<file path="config.mk">
export PLATFORM = sky130hd
export DESIGN_NAME = vreg_load_unit_flat
export DESIGN_NICKNAME = d
export VERILOG_FILES = /design/src/rtl/vreg_load_unit_if.sv /design/src/rtl/vreg_load_unit.sv /design/src/flat_wrapper.sv
export SDC_FILE = /design/constraint.sdc
export NUM_CORES = 1
export LEC_CHECK = 0
export ABC_CLOCK_PERIOD_IN_PS = 2650
export CAP_MARGIN = 20
export CORE_MARGIN = 1
export CORE_UTILIZATION = 30
export CTS_CLUSTER_SIZE = 25
export DETAILED_ROUTE_END_ITERATION = 8
export PLACE_DENSITY = 0.68
export SYNTH_ARGS = -nofsm -noshare
export SYNTH_HDL_FRONTEND = slang
export SYNTH_SLANG_ARGS = --single-unit
</file>
<file path="constraint.sdc">
create_clock -name clk -period 2.65 [get_ports clk]
set_clock_uncertainty 0.2 [all_clocks]
set_input_delay 0.53 -clock clk [delete_from_list [all_inputs] [get_ports clk]]
set_output_delay 0.53 -clock clk [all_outputs]
set_load 0.01 [all_outputs]
</file>
<file path="src/rtl/vreg_load_unit_if.sv">
`default_nettype none
// ============================================================================
//  Module   : vreg_load_unit_if
//  Purpose  : Bundles the request, memory-read and register-file write
//             signals of the vector load unit.
//             slave  modport : view of the load unit itself
//             master modport : view of the surrounding pipeline / memory
//  Signals  : start, base_addr, rd_in           - load request
//             mem_rd_en, mem_addr, mem_rdata,
//             mem_valid                         - data-memory read port
//             WriteEn, rd, InputData            - vector RF write port
//             busy, done, err                   - status
//  Revision : 1.0  initial release
// ============================================================================
interface vreg_load_unit_if #(
   parameter int WORD_W = 32,
   parameter int VEC_W  = 128,
   parameter int ADDR_W = 32
);
   logic              start;
   logic [ADDR_W-1:0] base_addr;
   logic [4:0]        rd_in;
   logic              mem_rd_en;
   logic [ADDR_W-1:0] mem_addr;
   logic [WORD_W-1:0] mem_rdata;
   logic              mem_valid;
   logic              WriteEn;
   logic [4:0]        rd;
   logic [VEC_W-1:0]  InputData;
   logic              busy;
   logic              done;
   logic              err;

   modport master (
      output start, base_addr, rd_in, mem_rdata, mem_valid,
      input  mem_rd_en, mem_addr, WriteEn, rd, InputData, busy, done, err
   );

   modport slave (
      input  start, base_addr, rd_in, mem_rdata, mem_valid,
      output mem_rd_en, mem_addr, WriteEn, rd, InputData, busy, done, err
   );
endinterface
`default_nettype wire

</file>
<file path="src/rtl/vreg_load_unit.sv">
`default_nettype none
// ============================================================================
//  Module   : vreg_load_unit
//  Purpose  : Vector load unit. Reads four consecutive 32-bit words from data
//             memory (base, base+4, base+8, base+12), packs them lane 0 at
//             the LSBs into one 128-bit vector and writes it to the vector
//             register file with a single WriteEn pulse.
//  Ports    : clk    - clock, rising edge
//             rst_n  - asynchronous active-low reset
//             io_bus - vreg_load_unit_if.slave (request, memory, RF, status)
//  Options  : VLOAD_TIMEOUT_EN - when defined, a WAIT beat that sees no
//             mem_valid for TIMEOUT cycles aborts the load with an err pulse.
//             When undefined, err is tied low and WAIT holds indefinitely.
//  Revision : 1.0  initial release
// ============================================================================
module vreg_load_unit #(
   parameter int WORD_W  = 32,
   parameter int VEC_W   = 128,
   parameter int ADDR_W  = 32,
   parameter int TIMEOUT = 16
) (
   input  wire logic          clk,
   input  wire logic          rst_n,
   vreg_load_unit_if.slave    io_bus
);

   if (VEC_W != 4 * WORD_W || ADDR_W < 4 || TIMEOUT < 1) begin : g_bad_cfg
      $error("vreg_load_unit: inconsistent parameters");
   end

   typedef enum logic [1:0] {
      S_IDLE  = 2'd0,
      S_REQ   = 2'd1,
      S_WAIT  = 2'd2,
      S_WRITE = 2'd3
   } state_t;

   state_t            r_state;
   logic [1:0]        r_beat;
   logic [ADDR_W-1:0] r_base;
   logic              r_mem_rd_en;
   logic [ADDR_W-1:0] r_mem_addr;
   logic              r_we;
   logic              r_done;
   logic              r_busy;
   logic [4:0]        r_rd;
   logic [VEC_W-1:0]  r_vec;

   logic [1:0]        w_beat_nxt;
   logic [ADDR_W-1:0] w_next_addr;

   // Address of the next beat; the adder wraps naturally modulo 2^ADDR_W.
   assign w_beat_nxt  = r_beat + 2'd1;
   assign w_next_addr = r_base + {{(ADDR_W-4){1'b0}}, w_beat_nxt, 2'b00};

`ifdef VLOAD_TIMEOUT_EN
   localparam int                 c_CNT_W = $clog2(TIMEOUT + 1);
   localparam logic [c_CNT_W-1:0] c_CNT_LAST = c_CNT_W'(TIMEOUT - 1);
   logic [c_CNT_W-1:0] r_wait_cnt;
   logic               r_err;
`endif

   always_ff @(posedge clk or negedge rst_n) begin
      if (!rst_n) begin
         r_state     <= S_IDLE;
         r_beat      <= 2'd0;
         r_base      <= '0;
         r_mem_rd_en <= 1'b0;
         r_mem_addr  <= '0;
         r_we        <= 1'b0;
         r_done      <= 1'b0;
         r_busy      <= 1'b0;
         r_rd        <= 5'd0;
         r_vec       <= '0;
`ifdef VLOAD_TIMEOUT_EN
         r_wait_cnt  <= '0;
         r_err       <= 1'b0;
`endif
      end else begin
         // Strobes are single-cycle; they are only raised on the transition
         // into the state where they must be visible.
         r_mem_rd_en <= 1'b0;
         r_we        <= 1'b0;
         r_done      <= 1'b0;
`ifdef VLOAD_TIMEOUT_EN
         r_err       <= 1'b0;
`endif
         case (r_state)
            S_IDLE: begin
               if (io_bus.start) begin
                  r_state     <= S_REQ;
                  r_base      <= io_bus.base_addr;
                  r_rd        <= io_bus.rd_in;
                  r_beat      <= 2'd0;
                  r_mem_rd_en <= 1'b1;
                  r_mem_addr  <= io_bus.base_addr;
                  r_busy      <= 1'b1;
               end
            end

            S_REQ: begin
               r_state <= S_WAIT;
`ifdef VLOAD_TIMEOUT_EN
               r_wait_cnt <= '0;
`endif
            end

            S_WAIT: begin
               if (io_bus.mem_valid) begin
                  r_vec[WORD_W*r_beat +: WORD_W] <= io_bus.mem_rdata;
                  if (r_beat == 2'd3) begin
                     r_state <= S_WRITE;
                     r_we    <= 1'b1;
                     r_done  <= 1'b1;
                  end else begin
                     r_state     <= S_REQ;
                     r_beat      <= w_beat_nxt;
                     r_mem_rd_en <= 1'b1;
                     r_mem_addr  <= w_next_addr;
                  end
               end
`ifdef VLOAD_TIMEOUT_EN
               // The TIMEOUT-th empty WAIT cycle aborts; valid data in that
               // same cycle takes the branch above instead.
               else if (r_wait_cnt == c_CNT_LAST) begin
                  r_state <= S_IDLE;
                  r_busy  <= 1'b0;
                  r_err   <= 1'b1;
               end else begin
                  r_wait_cnt <= r_wait_cnt + 1'b1;
               end
`endif
            end

            S_WRITE: begin
               r_state <= S_IDLE;
               r_busy  <= 1'b0;
            end

            default: begin
               r_state <= S_IDLE;
               r_busy  <= 1'b0;
            end
         endcase
      end
   end

   assign io_bus.mem_rd_en = r_mem_rd_en;
   assign io_bus.mem_addr  = r_mem_addr;
   assign io_bus.WriteEn   = r_we;
   assign io_bus.done      = r_done;
   assign io_bus.busy      = r_busy;
   assign io_bus.rd        = r_rd;
   assign io_bus.InputData = r_vec;
`ifdef VLOAD_TIMEOUT_EN
   assign io_bus.err       = r_err;
`else
   assign io_bus.err       = 1'b0;
`endif

endmodule
`default_nettype wire

</file>
<file path="src/flat_wrapper.sv">
// flat-port wrapper written by rule: the top's interface ports become plain ports
module vreg_load_unit_flat 
#(
   parameter int WORD_W  = 32,
   parameter int VEC_W   = 128,
   parameter int ADDR_W  = 32,
   parameter int TIMEOUT = 16
)
  (clk, rst_n, io_bus_start, io_bus_base_addr, io_bus_rd_in, io_bus_mem_rdata, io_bus_mem_valid, io_bus_mem_rd_en, io_bus_mem_addr, io_bus_WriteEn, io_bus_rd, io_bus_InputData, io_bus_busy, io_bus_done, io_bus_err);
  vreg_load_unit_if #(.WORD_W(WORD_W), .VEC_W(VEC_W), .ADDR_W(ADDR_W)) io_bus_i ();
  input  wire logic clk;
  input  wire logic rst_n;
  input wire logic [$bits(io_bus_i.start)-1:0] io_bus_start;
  input wire logic [$bits(io_bus_i.base_addr)-1:0] io_bus_base_addr;
  input wire logic [$bits(io_bus_i.rd_in)-1:0] io_bus_rd_in;
  input wire logic [$bits(io_bus_i.mem_rdata)-1:0] io_bus_mem_rdata;
  input wire logic [$bits(io_bus_i.mem_valid)-1:0] io_bus_mem_valid;
  output wire logic [$bits(io_bus_i.mem_rd_en)-1:0] io_bus_mem_rd_en;
  output wire logic [$bits(io_bus_i.mem_addr)-1:0] io_bus_mem_addr;
  output wire logic [$bits(io_bus_i.WriteEn)-1:0] io_bus_WriteEn;
  output wire logic [$bits(io_bus_i.rd)-1:0] io_bus_rd;
  output wire logic [$bits(io_bus_i.InputData)-1:0] io_bus_InputData;
  output wire logic [$bits(io_bus_i.busy)-1:0] io_bus_busy;
  output wire logic [$bits(io_bus_i.done)-1:0] io_bus_done;
  output wire logic [$bits(io_bus_i.err)-1:0] io_bus_err;
  assign io_bus_i.start = io_bus_start;
  assign io_bus_i.base_addr = io_bus_base_addr;
  assign io_bus_i.rd_in = io_bus_rd_in;
  assign io_bus_i.mem_rdata = io_bus_mem_rdata;
  assign io_bus_i.mem_valid = io_bus_mem_valid;
  assign io_bus_mem_rd_en = io_bus_i.mem_rd_en;
  assign io_bus_mem_addr = io_bus_i.mem_addr;
  assign io_bus_WriteEn = io_bus_i.WriteEn;
  assign io_bus_rd = io_bus_i.rd;
  assign io_bus_InputData = io_bus_i.InputData;
  assign io_bus_busy = io_bus_i.busy;
  assign io_bus_done = io_bus_i.done;
  assign io_bus_err = io_bus_i.err;
  vreg_load_unit #(.WORD_W(WORD_W), .VEC_W(VEC_W), .ADDR_W(ADDR_W), .TIMEOUT(TIMEOUT)) u_core (.clk(clk), .rst_n(rst_n), .io_bus(io_bus_i));
endmodule
</file>
==> results.ini <==
[global_route]
grt_pass1_vias=7418
grt.total_usage_pct=18.0
grt_start_max_net_pins=70
grt_pass1_wl_um=41500
grt_overflow_total=0
antenna_found_initial=0

[outcome]
status=finished clean

[floorplan]
io_pins=243
dieArea_mm2=0.0296
die_w_um=172
initial_core_util_pct=30.8
die_height_um=172
fp.coreArea_mm2=0.0282
placementRows=61

[cells_and_area]
drive_above_1_share_pct=7.00
final_cell_area_mm2=0.0126
area_growth_pct=44.6
final_common_cell=nand2_1
fin_util_pct=44.6
fillers=2654
antenna_cells=0
nNetsFinal=1279
final_cell_mix=nand2_1 (394), clkdlybuf4s50_1 (240), dfrtp_1 (204)

[pwr]
peakVddDrop_uv=559
power.density_mw_per_mm2=1020
p_leak_nw=5.31
power_mw=12.8

[clocking]
cts.sinks=204
post_cts_buffers=0
root_buffer=clkbuf_16
cts_tree=done
clk_pin_slew_ns=0.06
h-tree-depth=1
clk_latency_ns=0.51
clockBufferDepth=3
numCtsBuffers=24

[setup_path]
cp_data_required_time_ns=2.84
ff2ff_path_depth=9
cp.arrival_ns=2.64
r2r_end=u_core.io_bus.mem_addr[20]
cp_slowest_stage_delay_ns=0.40
endpoint=u_core.io_bus.mem_addr[20]
regToRegStartpoint=u_core.r_beat[1]
start_kind=flop
critical_path_class=flop to flop
crit_path_top_delay_cell=dfrtp_1
end_kind=flop
cp_max_fo=8
cp-startpoint=u_core.r_beat[1]
r2r_slack_ns=0.20
crit_chain=inv_1 -> ha_4 -> fa_2 -> nand4_2 -> nor4_4 -> buf_6 -> nand3_1 -> xnor2_1 -> a2bb2oi_2

[synth]
yosysSeqAreaShare_pct=58.8
yosys.area_share.adder_pct=1.38
synth_edf_count=0
synth_area_mm2=0.00868
synth_top_family_by_area=simple AND/OR/NAND/NOR gates
synth_ff_type=dfrtp_1
async_reset_ff_share_pct=100
syn_inst=962
synthMuxAreaShare_pct=0.115
ys_types=41
synth_nets=1044
synthSimpleGateAreaFrac_pct=21.7
synth_xor_xnor_area_share_pct=2.82
ys_seq_elements=204
yosys_warnings=0
synth_compound_area_share_pct=12.1
syn_area_per_cell_um2=9.03

[placement]
portBuffers=241
place_area_mm2=0.0117
dp_hpwl_um=17400
gp_congestion=0.828

[worst_hold_path]
hp-class=flop to flop

[detailed_routing]
routedWlPerCell_um=16.6
viasPerCell=4.72
drt_pass1_iterations=7
ant_nets=0
num_vias=7511
drc=0
wl_um=26500
drtIter0Drc=509

[timing]
hold_viol=0
fin_worst_hold_slack_ns=0.275
period_needed_ns=2.45
min_period_over_period_pct=92.5
drv_slew=0
setup_viol=0
fin_tns_setup_ns=0
rsz0062_at_grt=false
max_freq_mhz=408
worst_slew_pin_slew_ns=0.577
max_slew_margin_pct=61.5

[run]
cap_violations=0

-- layout make-up --
class | instances | area, um2 | share of cell area, %
clock inverter | 6 | 105 | 0.837
sequential | 204 | 5100 | 40.6
clock buffer | 37 | 721 | 5.74
inverter | 6 | 22.5 | 0.179
multi-input combinational | 692 | 3370 | 26.9
timing repair buffer | 269 | 2760 | 22.0
tap | 378 | 473 | 3.77
-- cell families after synthesis --
kind of cell	after synthesis
AOI/OAI and AO/OA	195
xor gates and xnor gates	28
adders and majority gates	9
buffers and inverters	66
DFF	204
muxes	1
other	1
and+or+nand+nor	458
-- power breakdown --
group	switching (mW)	internal, mW
registers	0.714	4.01
clock network	1.30	2.15
logic	2.46	2.17
total	4.48	8.33
-- registers in the layout (all words and copies together), names as in the netlist --
signal                   cells
u_core.r_state               2
u_core.io_bus.InputData    128
u_core.io_bus.WriteEn        1
u_core.io_bus.rd             5
u_core.io_bus.mem_rd_en      1
u_core.io_bus.mem_addr      32
u_core.r_base               32
u_core.r_beat                2
u_core.io_bus.busy           1
-- timing repair --
| action | 4_1_cts | 5_1_grt |
|---|---|---|
| hold endpoints to repair | 63 | 0 |
| setup endpoints to repair | 0 | 8 |
| hold buffers | 1 | 0 |
| resized for setup | 0 | 3 |
-- how the worst min path moves through the flow --
stage,start,end,slack [ns],cells past startpoint
finish,u_core.io_bus.InputData[11],u_core.io_bus.InputData[11],0.28,2
detailed placement,u_core.r_base[1],u_core.r_base[1],0.27,2
floorplan,rst_n,u_core.io_bus.InputData[0],0.03,0
global placement,u_core.r_base[0],u_core.r_base[0],0.26,2
CTS,u_core.r_base[1],u_core.r_base[1],0.28,2
global route,u_core.io_bus.InputData[7],u_core.io_bus.InputData[7],0.30,2
-- layer usage --
layer | vias to the layer above | part of all wire (%) | track usage (%)
li1 | 3631 | - | -
met1 | 3573 | 44 | 23.3
met2 | 279 | 47 | 30.6
met3 | 28 | 8.2 | 4.28
met4 | 0 | 1.6 | 3.31
met5 | - | 0 | 0
-- through the flow --
| stage | instances | setup WS, ns |
|---|---|---|
| floorplan | 962 | 0.109 |
| global placement | 1548 | 0.207 |
| detailed placement | 1548 | 0.0747 |
| CTS | 1592 | 0.0656 |
| global route | 1592 | 0.0157 |
| finish | 1592 | 0.199 |
-- cells in the mapped netlist (all sizes together) (2+ instances only) --
cell type,count,share of area [%]
xnor2,9,0.91
nor2b,2,0.14
o21ai,165,9.5
and4,3,0.30
nor4,4,0.63
clkbuf,46,2.0
nand3,16,1.0
nor2,14,0.61
inv,6,0.26
nor3b,3,0.26
xor2,19,1.9
buf,14,0.79
nand4,9,0.72
nand2,394,17
nor3,3,0.17
a22oi,18,1.6
a31oi,4,0.29
dfrtp,204,59
a21oi,4,0.27
ha,8,1.2
and3,5,0.36
-- worst max-delay path, delay by kind of cell (launching register included) --
family | cells | cell delay (ns)
AOI/OAI and AO/OA | 1 | 0.13
buffers and inverters | 2 | 0.30
DFF | 1 | 0.40
xor gates and xnor gates | 1 | 0.15
and+or+nand+nor | 3 | 0.59
adders and majority gates | 2 | 0.57
Power figures use the tool's default switching activity.
